==> config.mk <==
export PLATFORM = sky130hd
export DESIGN_NAME = hms_cntdw_ctrl
export DESIGN_NICKNAME = d
export VERILOG_FILES = /design/src/rtl/hms_cntdw_pkg.sv /design/src/rtl/hms_alarm_tmr.sv /design/src/rtl/hms_cntdw_ctrl.sv
export SDC_FILE = /design/constraint.sdc
export NUM_CORES = 1
export LEC_CHECK = 0
export CORE_MARGIN = 1.5
export CORE_UTILIZATION = 35
export DETAILED_ROUTE_END_ITERATION = 6
export HOLD_SLACK_MARGIN = 0.1
export PLACE_DENSITY = 0.75
export REMOVE_ABC_BUFFERS = 1
export SLEW_MARGIN = 20
export SYNTH_ARGS = -nofsm -noshare
export SYNTH_HDL_FRONTEND = slang
export SYNTH_SLANG_ARGS = --single-unit
==> constraint.sdc <==
create_clock -name clk -period 1.6 [get_ports clk]
set_clock_uncertainty 0.1 [all_clocks]
set_input_delay 0.24 -clock clk [delete_from_list [all_inputs] [get_ports clk]]
set_output_delay 0.24 -clock clk [all_outputs]
set_load 0.005 [all_outputs]
==> src/rtl/hms_cntdw_pkg.sv <==
// hms_cntdw_pkg: shared constants for the H:M:S countdown controller.
// State encoding, digit width, default wrap values, preset clamp helper.
package hms_cntdw_pkg;

  localparam int HMS_W      = 6;
  localparam int SEC_MAX_D  = 59;
  localparam int MIN_MAX_D  = 59;
  localparam int HOUR_MAX_D = 23;

  typedef enum logic [1:0] {
    ST_IDLE  = 2'd0,
    ST_RUN   = 2'd1,
    ST_PAUSE = 2'd2,
    ST_ALARM = 2'd3
  } state_t;

  function automatic logic [HMS_W-1:0] clamp(
    input logic [HMS_W-1:0] v,
    input logic [HMS_W-1:0] mx
  );
    return (v > mx) ? mx : v;
  endfunction

endpackage

==> src/rtl/hms_alarm_tmr.sv <==
// hms_alarm_tmr: tick-counting alarm down-timer.
// Ports: clk, rst_n (sync, active-high), i_start, i_clear, i_tick, o_done.
module hms_alarm_tmr #(
  parameter int TICKS = 10
) (
  input  logic clk,
  input  logic rst_n,
  input  logic i_start,
  input  logic i_clear,
  input  logic i_tick,
  output logic o_done
);

  localparam int CW = $clog2(TICKS + 1);

  logic [CW-1:0] r_cnt;
  logic          r_act;

  // Done fires combinationally on the tick that exhausts the count.
  assign o_done = r_act & i_tick & (r_cnt == CW'(1));

  always_ff @(posedge clk) begin
    if (rst_n || i_clear) begin
      r_cnt <= '0;
      r_act <= 1'b0;
    end else if (i_start) begin
      r_cnt <= CW'(TICKS);
      r_act <= 1'b1;
    end else if (r_act && i_tick) begin
      r_cnt <= r_cnt - CW'(1);
      if (r_cnt == CW'(1))
        r_act <= 1'b0;
    end
  end

endmodule

==> src/rtl/hms_cntdw_ctrl.sv <==
// hms_cntdw_ctrl: countdown FSM, borrow chain and preset store for H:M:S.
// Ports: pulses i_tick/i_start_stop/i_clear/i_load, level i_alarm_on,
// presets i_pre_*, counts i_*; registered o_load/o_ld_*, o_dec_*,
// o_running, o_alarm, o_state. HMS_CNTDW_REPEAT_EN selects circle mode.
module hms_cntdw_ctrl
  import hms_cntdw_pkg::*;
#(
  parameter int ALARM_TICKS = 10,
  parameter int SEC_MAX     = SEC_MAX_D,
  parameter int MIN_MAX     = MIN_MAX_D,
  parameter int HOUR_MAX    = HOUR_MAX_D
) (
  input  logic             clk,
  input  logic             rst_n,
  input  logic             i_tick,
  input  logic             i_start_stop,
  input  logic             i_clear,
  input  logic             i_load,
  input  logic             i_alarm_on,
  input  logic [HMS_W-1:0] i_pre_hour,
  input  logic [HMS_W-1:0] i_pre_min,
  input  logic [HMS_W-1:0] i_pre_sec,
  input  logic [HMS_W-1:0] i_hour,
  input  logic [HMS_W-1:0] i_min,
  input  logic [HMS_W-1:0] i_sec,
  output logic             o_load,
  output logic [HMS_W-1:0] o_ld_hour,
  output logic [HMS_W-1:0] o_ld_min,
  output logic [HMS_W-1:0] o_ld_sec,
  output logic             o_dec_sec,
  output logic             o_dec_min,
  output logic             o_dec_hour,
  output logic             o_running,
  output logic             o_alarm,
  output logic [1:0]       o_state
);

  localparam logic [HMS_W-1:0] L_SMAX = HMS_W'(SEC_MAX);
  localparam logic [HMS_W-1:0] L_MMAX = HMS_W'(MIN_MAX);
  localparam logic [HMS_W-1:0] L_HMAX = HMS_W'(HOUR_MAX);

  state_t           r_state;
  logic             r_running;
  logic             r_alarm;
  logic             r_load;
  logic             r_ds;
  logic             r_dm;
  logic             r_dh;
  logic [HMS_W-1:0] r_pre_h;
  logic [HMS_W-1:0] r_pre_m;
  logic [HMS_W-1:0] r_pre_s;

  state_t w_nxt;
  logic   w_zero;
  logic   w_cap;
  logic   w_ld;
  logic   w_ds;
  logic   w_dm;
  logic   w_dh;
  logic   w_alm_p;
  logic   w_t_start;
  logic   w_t_clr;
  logic   w_t_done;

  assign w_zero = (i_hour == '0) && (i_min == '0) && (i_sec == '0);

  hms_alarm_tmr #(
    .TICKS (ALARM_TICKS)
  ) u_tmr (
    .clk     (clk),
    .rst_n   (rst_n),
    .i_start (w_t_start),
    .i_clear (w_t_clr),
    .i_tick  (i_tick && (r_state == ST_ALARM)),
    .o_done  (w_t_done)
  );

  always_comb begin
    w_nxt     = r_state;
    w_cap     = 1'b0;
    w_ld      = 1'b0;
    w_ds      = 1'b0;
    w_dm      = 1'b0;
    w_dh      = 1'b0;
    w_alm_p   = 1'b0;
    w_t_start = 1'b0;
    w_t_clr   = 1'b0;
    if (i_clear) begin
      w_nxt   = ST_IDLE;
      w_ld    = 1'b1;
      w_t_clr = 1'b1;
    end else begin
      unique case (r_state)
        ST_IDLE: begin
          if (i_load) begin
            w_cap = 1'b1;
            w_ld  = 1'b1;
          end else if (i_start_stop && !w_zero) begin
            w_nxt = ST_RUN;
          end
        end
        ST_RUN: begin
          if (w_zero) begin
`ifdef HMS_CNTDW_REPEAT_EN
            // r_load high means the reload is still in flight.
            if (!r_load) begin
              if (r_pre_h == '0 && r_pre_m == '0 && r_pre_s == '0) begin
                w_nxt = ST_IDLE;
              end else begin
                w_ld    = 1'b1;
                w_alm_p = i_alarm_on;
              end
            end
`else
            w_nxt     = i_alarm_on ? ST_ALARM : ST_IDLE;
            w_t_start = i_alarm_on;
`endif
          end else if (i_start_stop) begin
            w_nxt = ST_PAUSE;
          end else if (i_tick) begin
            w_ds = 1'b1;
            w_dm = (i_sec == '0);
            w_dh = (i_sec == '0) && (i_min == '0);
          end
        end
        ST_PAUSE: begin
          if (i_load) begin
            w_cap = 1'b1;
            w_ld  = 1'b1;
          end else if (i_start_stop) begin
            w_nxt = ST_RUN;
          end
        end
        ST_ALARM: begin
          if (i_start_stop || !i_alarm_on || w_t_done) begin
            w_nxt   = ST_IDLE;
            w_t_clr = 1'b1;
          end
        end
        default: w_nxt = ST_IDLE;
      endcase
    end
  end

  always_ff @(posedge clk) begin
    if (rst_n) begin
      r_state   <= ST_IDLE;
      r_running <= 1'b0;
      r_alarm   <= 1'b0;
      r_load    <= 1'b0;
      r_ds      <= 1'b0;
      r_dm      <= 1'b0;
      r_dh      <= 1'b0;
      r_pre_h   <= '0;
      r_pre_m   <= '0;
      r_pre_s   <= '0;
    end else begin
      r_state   <= w_nxt;
      r_running <= (w_nxt == ST_RUN);
      r_alarm   <= (w_nxt == ST_ALARM) || w_alm_p;
      r_load    <= w_ld;
      r_ds      <= w_ds;
      r_dm      <= w_dm;
      r_dh      <= w_dh;
      if (w_cap) begin
        r_pre_h <= clamp(i_pre_hour, L_HMAX);
        r_pre_m <= clamp(i_pre_min, L_MMAX);
        r_pre_s <= clamp(i_pre_sec, L_SMAX);
      end
    end
  end

  assign o_state    = r_state;
  assign o_running  = r_running;
  assign o_alarm    = r_alarm;
  assign o_load     = r_load;
  assign o_ld_hour  = r_pre_h;
  assign o_ld_min   = r_pre_m;
  assign o_ld_sec   = r_pre_s;
  assign o_dec_sec  = r_ds;
  assign o_dec_min  = r_dm;
  assign o_dec_hour = r_dh;

endmodule

Word level (Yosys, flattened, before mapping) --
Cells that the tools add are included.
Cells by class: eq/ne operators 6, bitwise logic cells 4, reductions and logical operators 22, multiplexer cells 29, add/subtract/negate cells 1, magnitude comparators 3
Operator list (number):
- zero test 6 bit | 3
- 2-to-1 mux 2 bit | 9
- 2-to-1 mux 6 bit | 3
- 2-to-1 mux 1 bit | 14
- > comparator 6 bit (second input constant) | 2
- 2-to-1 mux 4 bit | 2
- one-hot mux 2 bit (4 select lines) | 1
- == test 2 bit (second input constant) | 3
- > comparator 6 x 5 -> 1 bit (second input constant) | 1
- logical AND 1 bit | 6
- OR reduction 6 bit | 1
- OR reduction 5 bit | 1
- == test 2 x 1 -> 1 bit (second input constant) | 2
- == test 4 x 1 -> 1 bit (second input constant) | 1
- nonzero test 2 bit | 2
- OR reduction 2 bit | 2
- subtractor 4 x 1 -> 4 bit (second input constant) | 1
- logical OR 1 bit | 3
- AND 1 bit | 2
- zero test 1 bit | 2
- zero test 2 bit | 1
- NOT 1 bit | 2
- AND reduction 2 bit | 1
Word-level totals: register bits 31, bits of input ports 43, output and inout bits 26, word-level logic and storage cells 78

Depth between registers and ports, before layout --
Gate-level depths: netlist (run 1).
depth after elaboration 10, mapped depth 7, mapped depth without buffers 7

By module --
From an unflattened synthesis (run 1), not the netlist that was laid out.
Second synthesis, totals: cell total of the unflattened synthesis 159, area, all modules 1300.0 µm²
Modules (own cells, without submodules):
- hms_cntdw_ctrl | cells an instance 133, instances 1, sequential area each 520.5 µm², area an instance 1056.0 µm²
- hms_alarm_tmr | cells an instance 26, instances 1, sequential area each 100.1 µm², area an instance 244.0 µm²

Worst setup path before layout (run 1) --
OpenSTA, ideal clock, no wires.
path type input to register, from input port i_hour[1], to register r_running, in the netlist o_running, slack -0.128 ns, stages on the path 5, arrival 1.508 ns, path through nor4_2 nand4_2 or3_4 and4_4 o31a_1
On the way: word-level cells in the longest chain between the ends 10, elaborated cells on any way between the ends 11, those cells by class eq/ne: 1; mux: 5; reduce/logical: 5
RTL lines:
- start: declaration | line hms_cntdw_ctrl.sv:23 | input logic [HMS_W-1:0] i_hour,
- zero test 6 bit (*) | line hms_cntdw_ctrl.sv:65 | assign w_zero = (i_hour == '0) && (i_min == '0) && (i_sec == '0);
- logical AND 1 bit (*) (2 in series) | line hms_cntdw_ctrl.sv:65
- zero test 1 bit | line hms_cntdw_ctrl.sv:98 | end else if (i_start_stop && !w_zero) begin
- logical AND 1 bit | line hms_cntdw_ctrl.sv:98
- 2-to-1 mux 2 bit | line hms_cntdw_ctrl.sv:98
- 2-to-1 mux 2 bit | line hms_cntdw_ctrl.sv:95 | if (i_load) begin
- one-hot mux 2 bit (4 select lines) (*) | line hms_cntdw_ctrl.sv:93 | unique case (r_state)
- 2-to-1 mux 2 bit (*) | line hms_cntdw_ctrl.sv:88 | if (i_clear) begin
- == test 2 x 1 -> 1 bit (*) | line hms_cntdw_ctrl.sv:159 | r_running <= (w_nxt == ST_RUN);
- end signal: assignment | line hms_cntdw_ctrl.sv:159
- end: declaration | line hms_cntdw_ctrl.sv:43 | logic r_running;
Every way passes the cells marked *; elsewhere a longest branch is shown, timed or not. A chain may end at the register's enable or synchronous reset.

Worst setup path in the final report (run 1) --
from register u_tmr.r_cnt[1], to register u_tmr.r_cnt[3]
On the way: word-level cells in the longest chain between the ends 7, elaborated cells on any way between the ends 10, those cells by class add/sub: 1; eq/ne: 1; mux: 5; bitwise: 1; reduce/logical: 2
RTL lines:
- start: declaration | line hms_alarm_tmr.sv:16 | logic [CW-1:0] r_cnt;
- start signal: assignment | line hms_alarm_tmr.sv:27 | r_cnt <= CW'(TICKS);
- start signal: assignment | line hms_alarm_tmr.sv:30 | r_cnt <= r_cnt - CW'(1);
- == test 4 x 1 -> 1 bit | line hms_alarm_tmr.sv:20 | assign o_done = r_act & i_tick & (r_cnt == CW'(1));
- AND 1 bit | line hms_alarm_tmr.sv:20
- logical OR 1 bit | line hms_cntdw_ctrl.sv:135 | if (i_start_stop || !i_alarm_on || w_t_done) begin
- 2-to-1 mux 1 bit | line hms_cntdw_ctrl.sv:135
- 2-to-1 mux 1 bit | line hms_cntdw_ctrl.sv:93
- 2-to-1 mux 1 bit | line hms_cntdw_ctrl.sv:88
- logical OR 1 bit | line hms_alarm_tmr.sv:23 | if (rst_n || i_clear) begin
Several ways; a longest one is shown, not always the timed one. The select of a mux whose other input is x is not followed.

==> metrics.md, run 1 <==
| Metric | Value |
|---|---|
| Final setup viols | `9` |
| Share of post-route cells with drive strength above 1 | `between 20% and 30%` |
| Max cap viols | `0` |
| Die Wd | `between 60 and 70 um` |
| DR WL/cell | `between 10 and 15 um` |
| Io pins | `69` |
| YS warnings | `0` |
| Register area | `628 um^2` |
| Dpl hpwl | `2620 um` |
| Fmax | `0.554 GHz` |
| Final slew viol count | `0` |
| Design Power | `between 0.0015 and 0.002 W` |
| Fillcell total | `about 320` |
| Crit path time final | `1.81 ns` |
| Die extent in y | `64.4 um` |
| Grt ovf | `0` |
| Main synth FF type | `dfxtp_1` |
| Final WS setup | `-0.207 ns` |
| Most common cell after layout, fill and taps aside | `clkdlybuf4s50_1` |
| Clk sinks | `31` |
| Root buffer cell | `clkbuf_8` |
| Routed via count | `~1500` |
| Vias/cell | `4.80` |
| Pleak | `about 0.95 nW` |
| Setup TNS Final | `-1.28 ns` |
| Inserted Diodes | `0` |
| Routed Antenna Nets | `0` |
| Number of buffers created by CTS | `5` |
| Mapped Cells | `158` |
| Largest vdd supply drop | `0.496 mV` |
| Seq/Total Area, Yosys | `47.1%` |
| Post-synthesis cell type count | `35` |
| RSZ-0062 raised after global routing | `yes` |
| Status | `finished, violations left` |
| Comb pwr share | `16.7%` |
| Total track usage | `18.2%` |
| Mean Syn Cell Area | `roughly 8.3 um^2` |
| Later-pin clock latency in the skew report | `approximately 0.27 ns` |
| P&R area growth vs syn | `82.9%` |
| HP Class | `flop to flop` |
| Failing checks | `setup timing` |
| Tcrit/Tclk final | `113%` |
| Port-buffer cells | `slightly below 70` |
| First-pass GRT wire length | `about 5800 um` |
| Hold Violations, Final | `0` |
| Sequential share of power | `48.9%` |
| Synth top area share | `roughly 47%` |
| Die area | `between 4000 and 5000 um^2` |
| Clock buffer depth | `2` |
| Vias in the first global route | `1353` |
| Post-synthesis register bit count | `31` |
| P_int | `0.00128 W` |
| RD Place Congestion | `0.768` |
| Cell taking the most area after synthesis | `dfxtp_1` |
| Req. time, crit path | `1.65 ns` |
| Clock network fraction of total power | `34.4%` |
| P per Cell Area | `approximately 690 nW/um^2` |
| Sw frac | `between 20 and 25%` |
| DR DRC count | `0` |
| Commonest cells after routing, fill and taps aside | `clkdlybuf4s50_1 (54), buf_4 (29), dfxtp_1 (27)` |
| H-Tree Depth | `2` |
| Post-Route WL | `3660 um` |
| Fraction of registers with async set/reset | `0%` |
| DR iter-0 viols | `70` |
| Initial antenna violation count | `0` |
| Slew at the pin closest to its max-slew limit | `0.396 ns` |
| Hold-fix buffers, CTS | `0` |
| Core Area | `3630 um^2` |
| WS Path Type | `flop to flop` |
| Largest net degree at the start of global routing | `19` |
| Post-Synthesis Cell Area | `about 1300 um^2` |
| Slew HR | `73.4%` |
| Starting Density | `between 30% and 40%` |
| First-pass DRT Iterations | `6` |
| Crit path max fanout | `5` |
| Nets | `about 300` |
| CTS tree | `yes` |
| Multi-input gate area | `717 um^2` |
| CP arrival | `between 1.5 and 2 ns` |
| Row cnt | `22` |
| Startpoint types | `flop` |
| Worst setup EP type | `flop` |
| Reg clk slew, reported paths | `0.06 ns` |
| Top post-synthesis cells by area | `dfxtp_1 (47%), nor2_1 (8.0%), a21oi_1 (6.1%)` |
| Sw Pwr | `0.000382 W` |
| Post-synth EDFFs | `0` |
-- worst max-delay path: stages, from the launching register on --
cell and delay, ns:
dfxtp_2 0.32, inv_2 0.07, ha_4 0.11, or3b_4 0.40
o21ai_4 0.16, buf_6 0.11, a311o_1 0.31, a21oi_1 0.09
-- state kept, by name (all words and copies together) (netlist names), 2 cells and up --
name,cells
o_ld_sec,6
o_ld_min,6
u_tmr.r_cnt,4
o_ld_hour,6
o_state,2
-- area by class of cell --
cell class	instances	share of cell area, %
repair buffers	99	37.6
multi-input cells	117	29.7
flip-flops and latches	31	26.0
clock buffers	6	3.01
well taps	48	2.49
inverters	4	0.622
clock inverters	2	0.519
-- synthesized netlist by cell type, types with 2 or more instances --
cell type  instances
dfxtp_1           31
nor2_1            28
nand2_1           21
a21oi_1           16
nor3_1            10
clkbuf_1           5
inv_1              4
nand3_1            4
o21ai_0            4
nand4_1            3
nor3b_1            3
xnor2_1            3
ha_1               2
nor2b_1            2
nor4_1             2
-- logic make-up after synthesis --
kind of cell	count (synthesis)	share of synthesized area, %
adders and majority gates	2	1.90
and+or+nand+nor	85	33.6
buffers and inverters	10	2.94
xor gates and xnor gates	3	1.99
AOI/OAI and AO/OA	27	12.5
DFF	31	47.1
-- final timing paths --
check,slack (ns),cells past startpoint,end,startpoint
worst max-delay path,-0.21,7,u_tmr.r_cnt[3],u_tmr.r_cnt[1]
worst min register to register,0.35,2,o_ld_min[4],o_ld_min[4]
worst max register to register,-0.21,7,u_tmr.r_cnt[3],u_tmr.r_cnt[1]
worst min-delay path,0.35,2,o_ld_min[4],o_ld_min[4]
-- routing by layer --
layer  global-route usage [%]  routed length, um  share of wire, %
met1                     20.1               1440                39
met2                     30.6               1890                52
met3                     5.99                290               7.9
met4                     10.1                 41               1.1
met5                        0                  0                 0
-- metrics by stage --
stage          util, %  hold slack (ns)  worst slack, ns  instance area (um^2)  instances
2_1_floorplan        -            0.209           -0.662                  1290        152
4_1_cts           65.0            0.357           -0.141                  2360        307
6_report          66.4            0.354           -0.207                  2410        307
3_5_place_dp      61.3            0.346           -0.612                  2230        293
3_3_place_gp      61.3            0.342           -0.565                  2230        293
5_1_grt           66.4            0.371           -0.261                  2410        307
-- power by group through the flow --
stage	Sequential, W	Clock, W	Combinational (W)
floorplan	0.000834	0	0.0000650
global placement	0.000829	0	0.000280
detailed placement	0.000830	0	0.000282
CTS	0.000813	0.000590	0.000274
global route	0.000814	0.000635	0.000303
finish	0.000811	0.000570	0.000277
-- what timing repair did --
action	CTS	global route
cloned	0	0
pin swaps	13	8
setup endpoints to repair	11	10
gates resized for setup	23	12
setup buffers	6	0
(Power assumes the default switching activity.)
==> run 2: changes to the inputs <==
- SLEW_MARGIN: 20 -> 30
==> results of run 2 <==
Same layout as run 1: the final DEF is identical, and so are final timing and power.
